[src/rtl/car_crossroad_scheduler_pkg.sv]
// ============================================================================
// Module : car_types_pkg
// Brief  : Shared light/phase types and helpers for the crossroad scheduler.
// Rev    : 1.0  initial parametrised release
// ============================================================================
`default_nettype none

package car_types_pkg;

    typedef enum logic [1:0] {
        RED    = 2'd0,
        YELLOW = 2'd1,
        GREEN  = 2'd2
    } strafic_light_t;

    typedef enum logic [2:0] {
        A_GREEN  = 3'd0,
        A_YELLOW = 3'd1,
        RED_AB   = 3'd2,
        B_GREEN  = 3'd3,
        B_YELLOW = 3'd4,
        RED_BA   = 3'd5
    } crossroad_phase_t;

    // The timer must reach the longest phase bound it is ever compared with.
    function automatic int car_timer_w(int max_green, int yellow, int all_red);
        int m;
        m = max_green;
        if (yellow > m)  m = yellow;
        if (all_red > m) m = all_red;
        return $clog2(m + 1);
    endfunction

    localparam int CAR_TIMER_W = car_timer_w(16, 2, 1);

    function automatic crossroad_phase_t next_phase(crossroad_phase_t p);
        case (p)
            A_GREEN:  return A_YELLOW;
            A_YELLOW: return RED_AB;
            RED_AB:   return B_GREEN;
            B_GREEN:  return B_YELLOW;
            B_YELLOW: return RED_BA;
            default:  return A_GREEN;
        endcase
    endfunction

    function automatic strafic_light_t light_of(crossroad_phase_t p, logic road_a);
        case (p)
            A_GREEN:  return road_a ? GREEN  : RED;
            A_YELLOW: return road_a ? YELLOW : RED;
            B_GREEN:  return road_a ? RED    : GREEN;
            B_YELLOW: return road_a ? RED    : YELLOW;
            default:  return RED;
        endcase
    endfunction

endpackage

`default_nettype wire

[src/rtl/car_crossroad_scheduler_if.sv]
// ============================================================================
// Module : car_crossroad_if
// Brief  : Sensor/control inputs and light/counter outputs of the scheduler.
//          Optional pass statistics when CAR_CROSSROAD_STATS_EN is defined.
// Rev    : 1.0  initial parametrised release
// ============================================================================
`default_nettype none

interface car_crossroad_if #(
    parameter int NUM_LANES = 2,
    parameter int CNT_W     = 4
);
    import car_types_pkg::*;

    logic                       tick_in;
    logic [NUM_LANES-1:0]       car_arrived_a;
    logic [NUM_LANES-1:0]       car_arrived_b;
    logic                       car_pass_in;
    logic                       force_switch_in;
    strafic_light_t             light_a;
    strafic_light_t             light_b;
    crossroad_phase_t           phase;
    logic [NUM_LANES*CNT_W-1:0] count_a;
    logic [NUM_LANES*CNT_W-1:0] count_b;
    logic [NUM_LANES-1:0]       overflow_a;
    logic [NUM_LANES-1:0]       overflow_b;
`ifdef CAR_CROSSROAD_STATS_EN
    logic [15:0]                passed_a;
    logic [15:0]                passed_b;

    modport master (
        output tick_in, car_arrived_a, car_arrived_b, car_pass_in, force_switch_in,
        input  light_a, light_b, phase, count_a, count_b, overflow_a, overflow_b,
        input  passed_a, passed_b
    );
    modport slave (
        input  tick_in, car_arrived_a, car_arrived_b, car_pass_in, force_switch_in,
        output light_a, light_b, phase, count_a, count_b, overflow_a, overflow_b,
        output passed_a, passed_b
    );
`else
    modport master (
        output tick_in, car_arrived_a, car_arrived_b, car_pass_in, force_switch_in,
        input  light_a, light_b, phase, count_a, count_b, overflow_a, overflow_b
    );
    modport slave (
        input  tick_in, car_arrived_a, car_arrived_b, car_pass_in, force_switch_in,
        output light_a, light_b, phase, count_a, count_b, overflow_a, overflow_b
    );
`endif

endinterface

`default_nettype wire

[src/rtl/car_crossroad_scheduler_lane.sv]
// ============================================================================
// Module : car_lane_counter
// Brief  : Saturating per-lane queue counter with sticky overflow flag.
// Rev    : 1.0  initial parametrised release
// ============================================================================
`default_nettype none

module car_lane_counter #(
    parameter int CNT_W = 4
) (
    input  logic             clk,
    input  logic             rst,
    input  logic             arrive_i,
    input  logic             depart_en_i,
    output logic [CNT_W-1:0] count_o,
    output logic             overflow_o
);

    localparam logic [CNT_W-1:0] C_CNT_MAX = '1;

    logic [CNT_W-1:0] count_q, count_d;
    logic             overflow_q, overflow_d;
    logic             w_inc, w_dec;

    always_comb begin
        w_inc      = arrive_i && (count_q != C_CNT_MAX);
        w_dec      = depart_en_i && (count_q != '0);
        count_d    = count_q;
        if (w_inc && !w_dec) begin
            count_d = count_q + 1'b1;
        end else if (w_dec && !w_inc) begin
            count_d = count_q - 1'b1;
        end
        overflow_d = overflow_q || (arrive_i && (count_q == C_CNT_MAX));
    end

    always_ff @(posedge clk or negedge rst) begin
        if (!rst) begin
            count_q    <= '0;
            overflow_q <= 1'b0;
        end else begin
            count_q    <= count_d;
            overflow_q <= overflow_d;
        end
    end

    assign count_o    = count_q;
    assign overflow_o = overflow_q;

endmodule

`default_nettype wire

[src/rtl/car_crossroad_scheduler.sv]
// ============================================================================
// Module : car_crossroad_scheduler
// Brief  : Demand-driven six-phase crossroad light FSM with per-lane queues.
//          Macro CAR_CROSSROAD_STATS_EN adds passed_a/passed_b counters.
// Rev    : 1.0  initial parametrised release
// ============================================================================
`default_nettype none

module car_crossroad_scheduler
    import car_types_pkg::*;
#(
    parameter int NUM_LANES       = 2,
    parameter int CNT_W           = 4,
    parameter int MIN_GREEN_TICKS = 4,
    parameter int MAX_GREEN_TICKS = 16,
    parameter int YELLOW_TICKS    = 2,
    parameter int ALL_RED_TICKS   = 1
) (
    input  logic           clk,
    input  logic           rst,
    car_crossroad_if.slave bus_if
);

    localparam int TIMER_W = car_timer_w(MAX_GREEN_TICKS, YELLOW_TICKS, ALL_RED_TICKS);
    localparam int TINC_W  = TIMER_W + 1;

    localparam logic [TINC_W-1:0]  C_MIN_GREEN = TINC_W'(MIN_GREEN_TICKS);
    localparam logic [TINC_W-1:0]  C_MAX_GREEN = TINC_W'(MAX_GREEN_TICKS);
    localparam logic [TINC_W-1:0]  C_YELLOW    = TINC_W'(YELLOW_TICKS);
    localparam logic [TINC_W-1:0]  C_ALL_RED   = TINC_W'(ALL_RED_TICKS);
    localparam logic [TIMER_W-1:0] C_TIMER_SAT = TIMER_W'(MAX_GREEN_TICKS);

    crossroad_phase_t           phase_q;
    crossroad_phase_t           w_next_phase;
    strafic_light_t             light_a_q, light_b_q;
    logic [TIMER_W-1:0]         timer_q;
    logic                       pending_q;

    logic [TINC_W-1:0]          w_tinc;
    logic                       w_a_green, w_b_green, w_green;
    logic                       w_min_met, w_max_met;
    logic                       w_dem_a, w_dem_b;
    logic                       w_phase_done;
    logic                       w_dep_a, w_dep_b;
    logic [NUM_LANES*CNT_W-1:0] w_count_a, w_count_b;
    logic [NUM_LANES-1:0]       w_ovf_a, w_ovf_b;

    assign w_tinc       = {1'b0, timer_q} + TINC_W'(1);
    assign w_a_green    = (phase_q == A_GREEN);
    assign w_b_green    = (phase_q == B_GREEN);
    assign w_green      = w_a_green || w_b_green;
    assign w_min_met    = (w_tinc >= C_MIN_GREEN);
    assign w_max_met    = (w_tinc >= C_MAX_GREEN);
    assign w_dem_a      = |w_count_a;
    assign w_dem_b      = |w_count_b;
    assign w_next_phase = next_phase(phase_q);

    // Departures only happen on the road currently showing green.
    assign w_dep_a = bus_if.car_pass_in && w_a_green;
    assign w_dep_b = bus_if.car_pass_in && w_b_green;

    always_comb begin
        w_phase_done = 1'b0;
        case (phase_q)
            A_GREEN:  w_phase_done = w_min_met &&
                                     (pending_q || (w_dem_b && !w_dem_a) || (w_max_met && w_dem_b));
            B_GREEN:  w_phase_done = w_min_met &&
                                     (pending_q || (w_dem_a && !w_dem_b) || (w_max_met && w_dem_a));
            A_YELLOW,
            B_YELLOW: w_phase_done = (w_tinc == C_YELLOW);
            default:  w_phase_done = (w_tinc == C_ALL_RED);
        endcase
    end

    always_ff @(posedge clk or negedge rst) begin
        if (!rst) begin
            phase_q   <= A_GREEN;
            timer_q   <= '0;
            pending_q <= 1'b0;
            light_a_q <= GREEN;
            light_b_q <= RED;
        end else if (bus_if.tick_in && w_phase_done) begin
            phase_q   <= w_next_phase;
            timer_q   <= '0;
            pending_q <= 1'b0;
            light_a_q <= light_of(w_next_phase, 1'b1);
            light_b_q <= light_of(w_next_phase, 1'b0);
        end else begin
            // Saturation only matters while green may hold indefinitely.
            if (bus_if.tick_in && (!w_green || (timer_q != C_TIMER_SAT))) begin
                timer_q <= w_tinc[TIMER_W-1:0];
            end
            if (w_green && bus_if.force_switch_in) begin
                pending_q <= 1'b1;
            end
        end
    end

`ifdef CAR_CROSSROAD_STATS_EN
    logic [NUM_LANES-1:0] w_dec_a, w_dec_b;
    logic [15:0]          passed_a_q, passed_b_q;
`endif

    generate
        for (genvar i = 0; i < NUM_LANES; i++) begin : g_lane
            car_lane_counter #(.CNT_W(CNT_W)) u_lane_a (
                .clk         (clk),
                .rst         (rst),
                .arrive_i    (bus_if.car_arrived_a[i]),
                .depart_en_i (w_dep_a),
                .count_o     (w_count_a[i*CNT_W +: CNT_W]),
                .overflow_o  (w_ovf_a[i])
            );
            car_lane_counter #(.CNT_W(CNT_W)) u_lane_b (
                .clk         (clk),
                .rst         (rst),
                .arrive_i    (bus_if.car_arrived_b[i]),
                .depart_en_i (w_dep_b),
                .count_o     (w_count_b[i*CNT_W +: CNT_W]),
                .overflow_o  (w_ovf_b[i])
            );
`ifdef CAR_CROSSROAD_STATS_EN
            assign w_dec_a[i] = w_dep_a && (w_count_a[i*CNT_W +: CNT_W] != '0);
            assign w_dec_b[i] = w_dep_b && (w_count_b[i*CNT_W +: CNT_W] != '0);
`endif
        end
    endgenerate

`ifdef CAR_CROSSROAD_STATS_EN
    always_ff @(posedge clk or negedge rst) begin
        if (!rst) begin
            passed_a_q <= '0;
            passed_b_q <= '0;
        end else begin
            passed_a_q <= passed_a_q + 16'($countones(w_dec_a));
            passed_b_q <= passed_b_q + 16'($countones(w_dec_b));
        end
    end

    assign bus_if.passed_a = passed_a_q;
    assign bus_if.passed_b = passed_b_q;
`endif

    assign bus_if.phase      = phase_q;
    assign bus_if.light_a    = light_a_q;
    assign bus_if.light_b    = light_b_q;
    assign bus_if.count_a    = w_count_a;
    assign bus_if.count_b    = w_count_b;
    assign bus_if.overflow_a = w_ovf_a;
    assign bus_if.overflow_b = w_ovf_b;

endmodule

`default_nettype wire

[src/flat_wrapper.sv]
// flat-port wrapper written by rule: the top's interface ports become plain ports
module car_crossroad_scheduler_flat import car_types_pkg::*;
#(
    parameter int NUM_LANES       = 2,
    parameter int CNT_W           = 4,
    parameter int MIN_GREEN_TICKS = 4,
    parameter int MAX_GREEN_TICKS = 16,
    parameter int YELLOW_TICKS    = 2,
    parameter int ALL_RED_TICKS   = 1
)
  (clk, rst, bus_if_tick_in, bus_if_car_arrived_a, bus_if_car_arrived_b, bus_if_car_pass_in, bus_if_force_switch_in, bus_if_light_a, bus_if_light_b, bus_if_phase, bus_if_count_a, bus_if_count_b, bus_if_overflow_a, bus_if_overflow_b);
  car_crossroad_if #(.NUM_LANES(NUM_LANES), .CNT_W(CNT_W)) bus_if_i ();
  input  logic clk;
  input  logic rst;
  input wire logic [$bits(bus_if_i.tick_in)-1:0] bus_if_tick_in;
  input wire logic [$bits(bus_if_i.car_arrived_a)-1:0] bus_if_car_arrived_a;
  input wire logic [$bits(bus_if_i.car_arrived_b)-1:0] bus_if_car_arrived_b;
  input wire logic [$bits(bus_if_i.car_pass_in)-1:0] bus_if_car_pass_in;
  input wire logic [$bits(bus_if_i.force_switch_in)-1:0] bus_if_force_switch_in;
  output wire logic [$bits(bus_if_i.light_a)-1:0] bus_if_light_a;
  output wire logic [$bits(bus_if_i.light_b)-1:0] bus_if_light_b;
  output wire logic [$bits(bus_if_i.phase)-1:0] bus_if_phase;
  output wire logic [$bits(bus_if_i.count_a)-1:0] bus_if_count_a;
  output wire logic [$bits(bus_if_i.count_b)-1:0] bus_if_count_b;
  output wire logic [$bits(bus_if_i.overflow_a)-1:0] bus_if_overflow_a;
  output wire logic [$bits(bus_if_i.overflow_b)-1:0] bus_if_overflow_b;
  assign bus_if_i.tick_in = bus_if_tick_in;
  assign bus_if_i.car_arrived_a = bus_if_car_arrived_a;
  assign bus_if_i.car_arrived_b = bus_if_car_arrived_b;
  assign bus_if_i.car_pass_in = bus_if_car_pass_in;
  assign bus_if_i.force_switch_in = bus_if_force_switch_in;
  assign bus_if_light_a = bus_if_i.light_a;
  assign bus_if_light_b = bus_if_i.light_b;
  assign bus_if_phase = bus_if_i.phase;
  assign bus_if_count_a = bus_if_i.count_a;
  assign bus_if_count_b = bus_if_i.count_b;
  assign bus_if_overflow_a = bus_if_i.overflow_a;
  assign bus_if_overflow_b = bus_if_i.overflow_b;
  car_crossroad_scheduler #(.NUM_LANES(NUM_LANES), .CNT_W(CNT_W), .MIN_GREEN_TICKS(MIN_GREEN_TICKS), .MAX_GREEN_TICKS(MAX_GREEN_TICKS), .YELLOW_TICKS(YELLOW_TICKS), .ALL_RED_TICKS(ALL_RED_TICKS)) u_core (.clk(clk), .rst(rst), .bus_if(bus_if_i));
endmodule
[config.mk]
export PLATFORM = sky130hd
export DESIGN_NAME = car_crossroad_scheduler_flat
export DESIGN_NICKNAME = d
export VERILOG_FILES = /design/src/rtl/car_crossroad_scheduler_pkg.sv /design/src/rtl/car_crossroad_scheduler_if.sv /design/src/rtl/car_crossroad_scheduler_lane.sv /design/src/rtl/car_crossroad_scheduler.sv /design/src/flat_wrapper.sv
export SDC_FILE = /design/constraint.sdc
export NUM_CORES = 1
export LEC_CHECK = 0
export ABC_AREA = 1
export ABC_CLOCK_PERIOD_IN_PS = 5200
export CAP_MARGIN = 20
export CORE_MARGIN = 4
export CORE_UTILIZATION = 35
export CTS_BUF_LIST = sky130_fd_sc_hd__clkbuf_8
export DETAILED_ROUTE_END_ITERATION = 12
export HOLD_SLACK_MARGIN = 0.03
export PLACE_DENSITY_LB_ADDON = 0.08
export SLEW_MARGIN = 10
export SYNTH_ARGS = -nofsm -noshare
export SYNTH_HDL_FRONTEND = slang
export SYNTH_SLANG_ARGS = --single-unit
[constraint.sdc]
create_clock -name clk -period 5.2 [get_ports clk]
set_clock_uncertainty 0.2 [all_clocks]
set_input_delay 1.56 -clock clk [delete_from_list [all_inputs] [get_ports clk]]
set_output_delay 1.56 -clock clk [all_outputs]
set_load 0.01 [all_outputs]
==> out/results.txt, run 1 <==
leakage power: 1.29 nW
Clock Pin Slew Worst Setup and Hold Paths: 0.07 ns
Area after DPL: 0.00255 mm²
largest family of logic cells by synthesized area: simple AND/OR/NAND/NOR gates
ys async rst share: 1.00
1st-iter DRT viols: 52
CTS tree: built
WP buf/inv: 2
Crit Path Class: in -> reg
Longest Clk Path Bufs: 2
ys flop type: dfrtp_1
largest area contributor in the netlist: dfrtp_1
Worst Setup End Kind: flop
number of synthesized flops with an enable pin: 0
share of cells above drive strength 1: 0.0671
Yosys top cell area share: 0.371
area share of and/or/nand/nor cells after synthesis: 0.249
postcts setup bufs: 0
Synth cell types: 32
clock buffer count from CTS: 5
Critical Path AT: 3.54 ns
crit-path cells: clkdlybuf4s50_1 > nand3b_1 > ha_1 > inv_1 > ha_1 > nand2_1 > nor2_1 > a211oi_1 > nor2_1 > nor2_1 > nand2_1 > xor2_1
hold buffers post-CTS: 0
peak fanout along the critical path: 4
grt total ovfl: 0
top-count cell post-synth: nand2_1
Core Area: 0.00596 mm²
Die Width: 86.6 µm
post-route minimum period: 3.58 ns
initial antenna violation count: 0
most instantiated cells after synthesis: nand2_1 (57), inv_1 (36), dfrtp_1 (32)
critical path's slowest cell: clkdlybuf4s50_1
unrepaired setup endpoints after global routing: false
Post-Synth Adder-Cell Area: 0.118
Mapped Area: 0.00216 mm²
Worst setup SP type: input port
clock tree sinks: 33
Final Instance Area: 0.00264 mm²
Seq/Total Area, Yosys: 0.383
mean routed wirelength per cell: 11.8 µm
P&R area growth vs syn: 22.1%
outcome: finished, final reports clean
WP data required: 5.16 ns
final setup fails: 0
Post-Synthesis Cells: 261
drt drc: 0
number of fill cells: 606
mux cell area share after synthesis: 0.00521
Port Buffers: 35
worst hold margin: 0.253 ns
area share of xor/xnor cells in the synthesized design: 0.0608
FP Rows: 28
max cap viols: 0
routability cong.: 0.740
Via density: 4.59
syn nets: 288
ANT cells: 0
DRT Pass-1 Iters: 4
# resized after CTS: 0
Final Cycle Share: 0.688
final wirelength: 4420 µm
dominant delay contributor by cell family on the critical path: buffers and inverters
initial cell density of the core: 0.363
YS warnings: 0
global-route wire length before repair: 7780 µm
Fin Setup TNS: 0 ns
Die Ht: 86.6 µm
fin nets: 324
# IOs: 36
relative max-transition margin: 0.708
post-DP HPWL: 3300 µm
vias in the first global route: 1623
clock tree root buffer cell: clkbuf_8
Crit path top cell by count: nor2_1
Pwr Density: 656 mW/mm²
slowest cell delay on critical path: 0.53 ns
gr usage total: 0.131
Synth Area in Compound Gates: 0.0886
endpoints failing hold: 0
htree depth: 2
ANT nets after route: 0
Final Core Density: 0.443
die area: 0.00750 mm²
pin count of the biggest net entering global routing: 34
f_max: 0.280 GHz
Total Power: 0.00173 W
routed vias: 1712
Pins Over Slew Limit: 0
dominant cells by area after synthesis: dfrtp_1 (37%), nand2_1 (9.9%), ha_1 (8.1%)
clk_lat worst skew: 0.28 ns
Peak supply drop: 0.000241 V
Worst Hold Class: reg -> reg
Worst-Margin Slew: 0.439 ns
Yosys reg bits: 33
syn avg cell area: 8.28 µm²
layout make-up:
cell class | instances | area [µm²] | area share
clock buffer | 6 | 82.6 | 0.0313
clock inverter | 2 | 7.51 | 0.00284
inverter | 38 | 143 | 0.0541
multi-input combinational | 183 | 1130 | 0.427
sequential | 33 | 827 | 0.313
tap | 75 | 93.8 | 0.0356
timing repair buffer | 36 | 358 | 0.136
worst paths after layout:
kind                                                      start                                    to  slack [ns]  cells past startpoint
setup / recovery                             bus_if_car_pass_in  u_core.g_lane[0].u_lane_a.count_o[3]        1.62                     12
hold / removal             u_core.g_lane[1].u_lane_b.overflow_o  u_core.g_lane[1].u_lane_b.overflow_o        0.25                      1
setup reg to reg           u_core.g_lane[0].u_lane_a.count_o[1]  u_core.g_lane[0].u_lane_a.count_o[3]        2.53                     13
hold reg to reg            u_core.g_lane[1].u_lane_b.overflow_o  u_core.g_lane[1].u_lane_b.overflow_o        0.25                      1
max in group asynchronous                                   rst              u_core.bus_if.light_a[1]        2.96                      2
min in group asynchronous                                   rst  u_core.g_lane[0].u_lane_a.overflow_o        1.49                      2
cells in the final DEF (no fill, tap or decap), drive strengths merged:
master	count
nor4	4
buf	1
a21boi	3
clkdlybuf4s50	35
mux2	1
nand4	2
a211oi	4
o22ai	1
nor2	30
a21o	4
o21ai	8
xnor2	8
nor3	1
and2	2
fa	4
dfstp	1
a21oi	8
ha	14
clkbuf	6
dfrtp	32
inv	40
xor2	7
nand3	18
nand3b	4
nand2	60
layer usage:
layer / up-vias / share of wire / wire (µm) / GRT usage
met5: - / 0 / 0 / 0
met4: 0 / 0.0052 / 23 / 0.0340
met3: 2 / 0.041 / 180 / 0.0333
met2: 31 / 0.43 / 1920 / 0.195
met1: 778 / 0.52 / 2300 / 0.189
li1: 901 / - / - / -
cells by family (layout without fill, tap and decap cells):
| group | count (synthesis) | count (layout) |
|---|---|---|
| compound gates | 28 | 28 |
| simple gates | 121 | 121 |
| mux | 1 | 1 |
| flops | 33 | 33 |
| fa+ha+maj | 18 | 18 |
| xor+xnor | 15 | 15 |
| buf+inv | 45 | 82 |
state kept, by name, summed over array words and instances (netlist names):
name,cells
u_core.timer_q,5
u_core.bus_if.light_a,2
u_core.g_lane.u_lane_a.count_o,8
u_core.g_lane.u_lane_b.overflow_o,2
u_core.g_lane.u_lane_a.overflow_o,2
u_core.g_lane.u_lane_b.count_o,8
u_core.bus_if.light_b,2
u_core.bus_if.phase,3
u_core.pending_q,1
through the flow:
| step | worst slack, ns | cells |
|---|---|---|
| after floorplan | 2.00 | 261 |
| after global placement | 1.38 | 365 |
| after detailed placement | 1.33 | 365 |
| after CTS | 1.64 | 373 |
| after global routing | 1.46 | 373 |
| final | 1.62 | 373 |
report_power, final:
group / internal (W) / leakage (nW) / switching (W)
Combinational: 0.000474 / 0.836 / 0.000538
Clock: 0.000104 / 0.0538 / 0.0000954
Sequential: 0.000384 / 0.397 / 0.000135
Note: power is estimated with default switching activity, not from simulation.
==> inputs of run 2 (changes only) <==
- ABC_CLOCK_PERIOD_IN_PS: 5200 -> 3550
- clock period: 5.2 -> 3.55 ns (I/O delays scaled with it)
==> out/results.txt, run 2 (synthesized netlist as in run 1, its figures left out) <==
outcome: finished, final reports clean
grt total ovfl: 0 (unchanged)
initial cell density of the core: 0.363 (unchanged)
final setup fails: 0 (unchanged)
FP Rows: 28 (unchanged)
die area: 0.00750 mm² (unchanged)
1st-iter DRT viols: 73 (+40%)
Sw Ratio: 0.448 (+0.00343)
hold buffers post-CTS: 0 (unchanged)
Longest Clk Path Bufs: 2 (unchanged)
htree depth: 2 (unchanged)
ANT nets after route: 0 (unchanged)
max cap viols: 0 (unchanged)
Die Ht: 86.6 µm (unchanged)
post-DP HPWL: 3290 µm (-0.38%)
routability cong.: 0.740 (about the same)
Die Width: 86.6 µm (unchanged)
post-route minimum period: 3.07 ns
Port Buffers: 35 (unchanged)
Critical Path AT: 3.05 ns (-0.49 ns)
peak fanout along the critical path: 3 (-1)
crit-path cells: clkdlybuf4s50_1 > inv_1 > nor2_1 > ha_1 > inv_1 > ha_1 > nand2_1 > nor2_1 > a211oi_1 > nor2_1 > nor2_1 > nand2_1 > xor2_1
Fin Setup TNS: 0 ns (unchanged)
ANT cells: 0 (unchanged)
commonest cells after routing, fill and taps aside: nand2_1 (57), inv_1 (37), clkdlybuf4s50_1 (35)
WP data required: 3.52 ns (-1.64 ns)
placed cell count: 365 (unchanged)
commonest non-fill, non-tap cell in the layout: nand2_1
final wirelength: 4410 µm (-0.29%)
Finished Layout Cells: 373 (unchanged)
Worst Setup End Kind: flop
clk_lat worst skew: 0.28 ns (about the same)
clock buffer count from CTS: 5 (unchanged)
Clock Power Share: 0.109 (-0.006)
DRT Pass-1 Iters: 5 (+1)
f_max: 0.325 GHz
Crit Path Class: in -> reg
multi-input combinational cell area: 0.00113 mm² (unchanged)
Via density: 4.60 (+0.23%)
Sequential Area: 827 µm² (unchanged)
drt drc: 0 (unchanged)
switching pwr: 0.00113 W (+47%)
share of cells above drive strength 1: 0.0705 (+0.00336)
Core Area: 0.00596 mm² (unchanged)
routed vias: 1716 (+0.23%)
leakage power: 1.28 nW (-0.36%)
Pwr Density: 956 mW/mm² (+46%)
clock tree sinks: 33 (unchanged)
vias in the first global route: 1636 (+0.80%)
combinational power share: 0.589 (+0.004)
mean routed wirelength per cell: 11.8 µm (-0.29%)
Pins Over Slew Limit: 0 (unchanged)
Seq pwr share: 0.302 (+0.002)
pin count of the biggest net entering global routing: 34 (unchanged)
global-route wire length before repair: 7650 µm (-1.7%)
Worst-Margin Slew: 0.440 ns (+0.00111 ns)
initial antenna violation count: 0 (unchanged)
unrepaired setup endpoints after global routing: false
fin nets: 324 (unchanged)
CTS tree: built
# resized after CTS: 0 (unchanged)
postcts setup bufs: 0 (unchanged)
Worst setup SP type: input port
Final Cycle Share: 0.866
P&R area growth vs syn: 21.8%
gr usage total: 0.131 (+0.000399)
slowest cell delay on critical path: 0.47 ns (-0.06 ns)
clock tree root buffer cell: clkbuf_8
Clock Pin Slew Worst Setup and Hold Paths: 0.07 ns (about the same)
critical path's slowest cell: clkdlybuf4s50_1
internal power of the cells: 0.00139 W (+44%)
Worst Hold Class: reg -> reg
relative max-transition margin: 0.707 (-0.000743)
# IOs: 36 (unchanged)
Crit path top cell by count: nor2_1
endpoints failing hold: 0 (unchanged)
Peak supply drop: 0.000377 V (+56%)
number of fill cells: 624 (+3.0%)
## run 2: cell count changes in the layout (fill, tap and decap cells not counted)
| cell | delta |
|---|---|
| clkinv_2 | +2 |
| clkbuf_8 | -1 |
| inv_1 | -1 |
## run 2: cell type report
| type | count | area share |
|---|---|---|
| clock inverters | 3 | 0.00523 |
| well taps | 75 | 0.0357 |
| flip-flops and latches | 33 | 0.314 |
| clock buffers | 5 | 0.0262 |
| repair buffers | 36 | 0.136 |
| multi-input cells | 183 | 0.428 |
| inverters | 38 | 0.0542 |
## run 2: path summary, 6_finish.rpt
| kind | start | end | slack (ns) | depth (start not counted) |
|---|---|---|---|---|
| max in group asynchronous | rst | u_core.bus_if.light_a[1] | 1.82 | 2 |
| setup / recovery | bus_if_car_arrived_b[0] | u_core.g_lane[0].u_lane_b.count_o[3] | 0.48 | 13 |
| hold / removal | u_core.g_lane[1].u_lane_b.overflow_o | u_core.g_lane[1].u_lane_b.overflow_o | 0.25 | 1 |
| min in group asynchronous | rst | u_core.g_lane[0].u_lane_a.overflow_o | 0.99 | 2 |
| hold reg to reg | u_core.g_lane[1].u_lane_b.overflow_o | u_core.g_lane[1].u_lane_b.overflow_o | 0.25 | 1 |
| setup reg to reg | u_core.g_lane[1].u_lane_a.count_o[0] | u_core.g_lane[1].u_lane_a.count_o[3] | 0.88 | 13 |
## run 2: per-stage QoR
step | utilization | worst slack [ns] | total power [W] | area, µm² | hold slack [ns]
5_1_grt | 0.442 | 0.311 | 0.00279 | 2630 | 0.272
3_3_place_gp | 0.428 | 0.223 | 0.00227 | 2550 | 0.239
4_1_cts | 0.442 | 0.498 | 0.00256 | 2630 | 0.260
6_report | 0.442 | 0.475 | 0.00252 | 2630 | 0.254
3_5_place_dp | 0.428 | 0.193 | 0.00227 | 2550 | 0.244
2_1_floorplan | - | 0.846 | 0.00181 | 2160 | 0.229
## run 2: critical path: cells and delay by family
| kind | cells | cell delay, ns |
|---|---|---|
| buffers and inverters | 3 | 0.60 |
| adder cells (fa/ha/maj) | 2 | 0.53 |
| AND/OR/NAND/NOR | 6 | 0.45 |
| AO/OA/AOI/OAI | 1 | 0.26 |
| XOR/XNOR | 1 | 0.13 |
## run 2: power by group through the flow
stage	logic, W	clock network [W]	registers [W]
6_report	0.00148	0.000274	0.000760
5_1_grt	0.00167	0.000310	0.000805
4_1_cts	0.00150	0.000289	0.000765
3_5_place_dp	0.00150	0	0.000769
3_3_place_gp	0.00149	0	0.000772
2_1_floorplan	0.00102	0	0.000787
## run 2: metal layers
metal / up-vias / track usage / part of all wire / wire, µm
met5: - / 0 / 0 / 0
met4: 0 / 0.0510 / 0.017 / 75
met3: 5 / 0.0314 / 0.038 / 166
met2: 33 / 0.188 / 0.43 / 1890
met1: 779 / 0.191 / 0.52 / 2280
li1: 899 / - / - / -
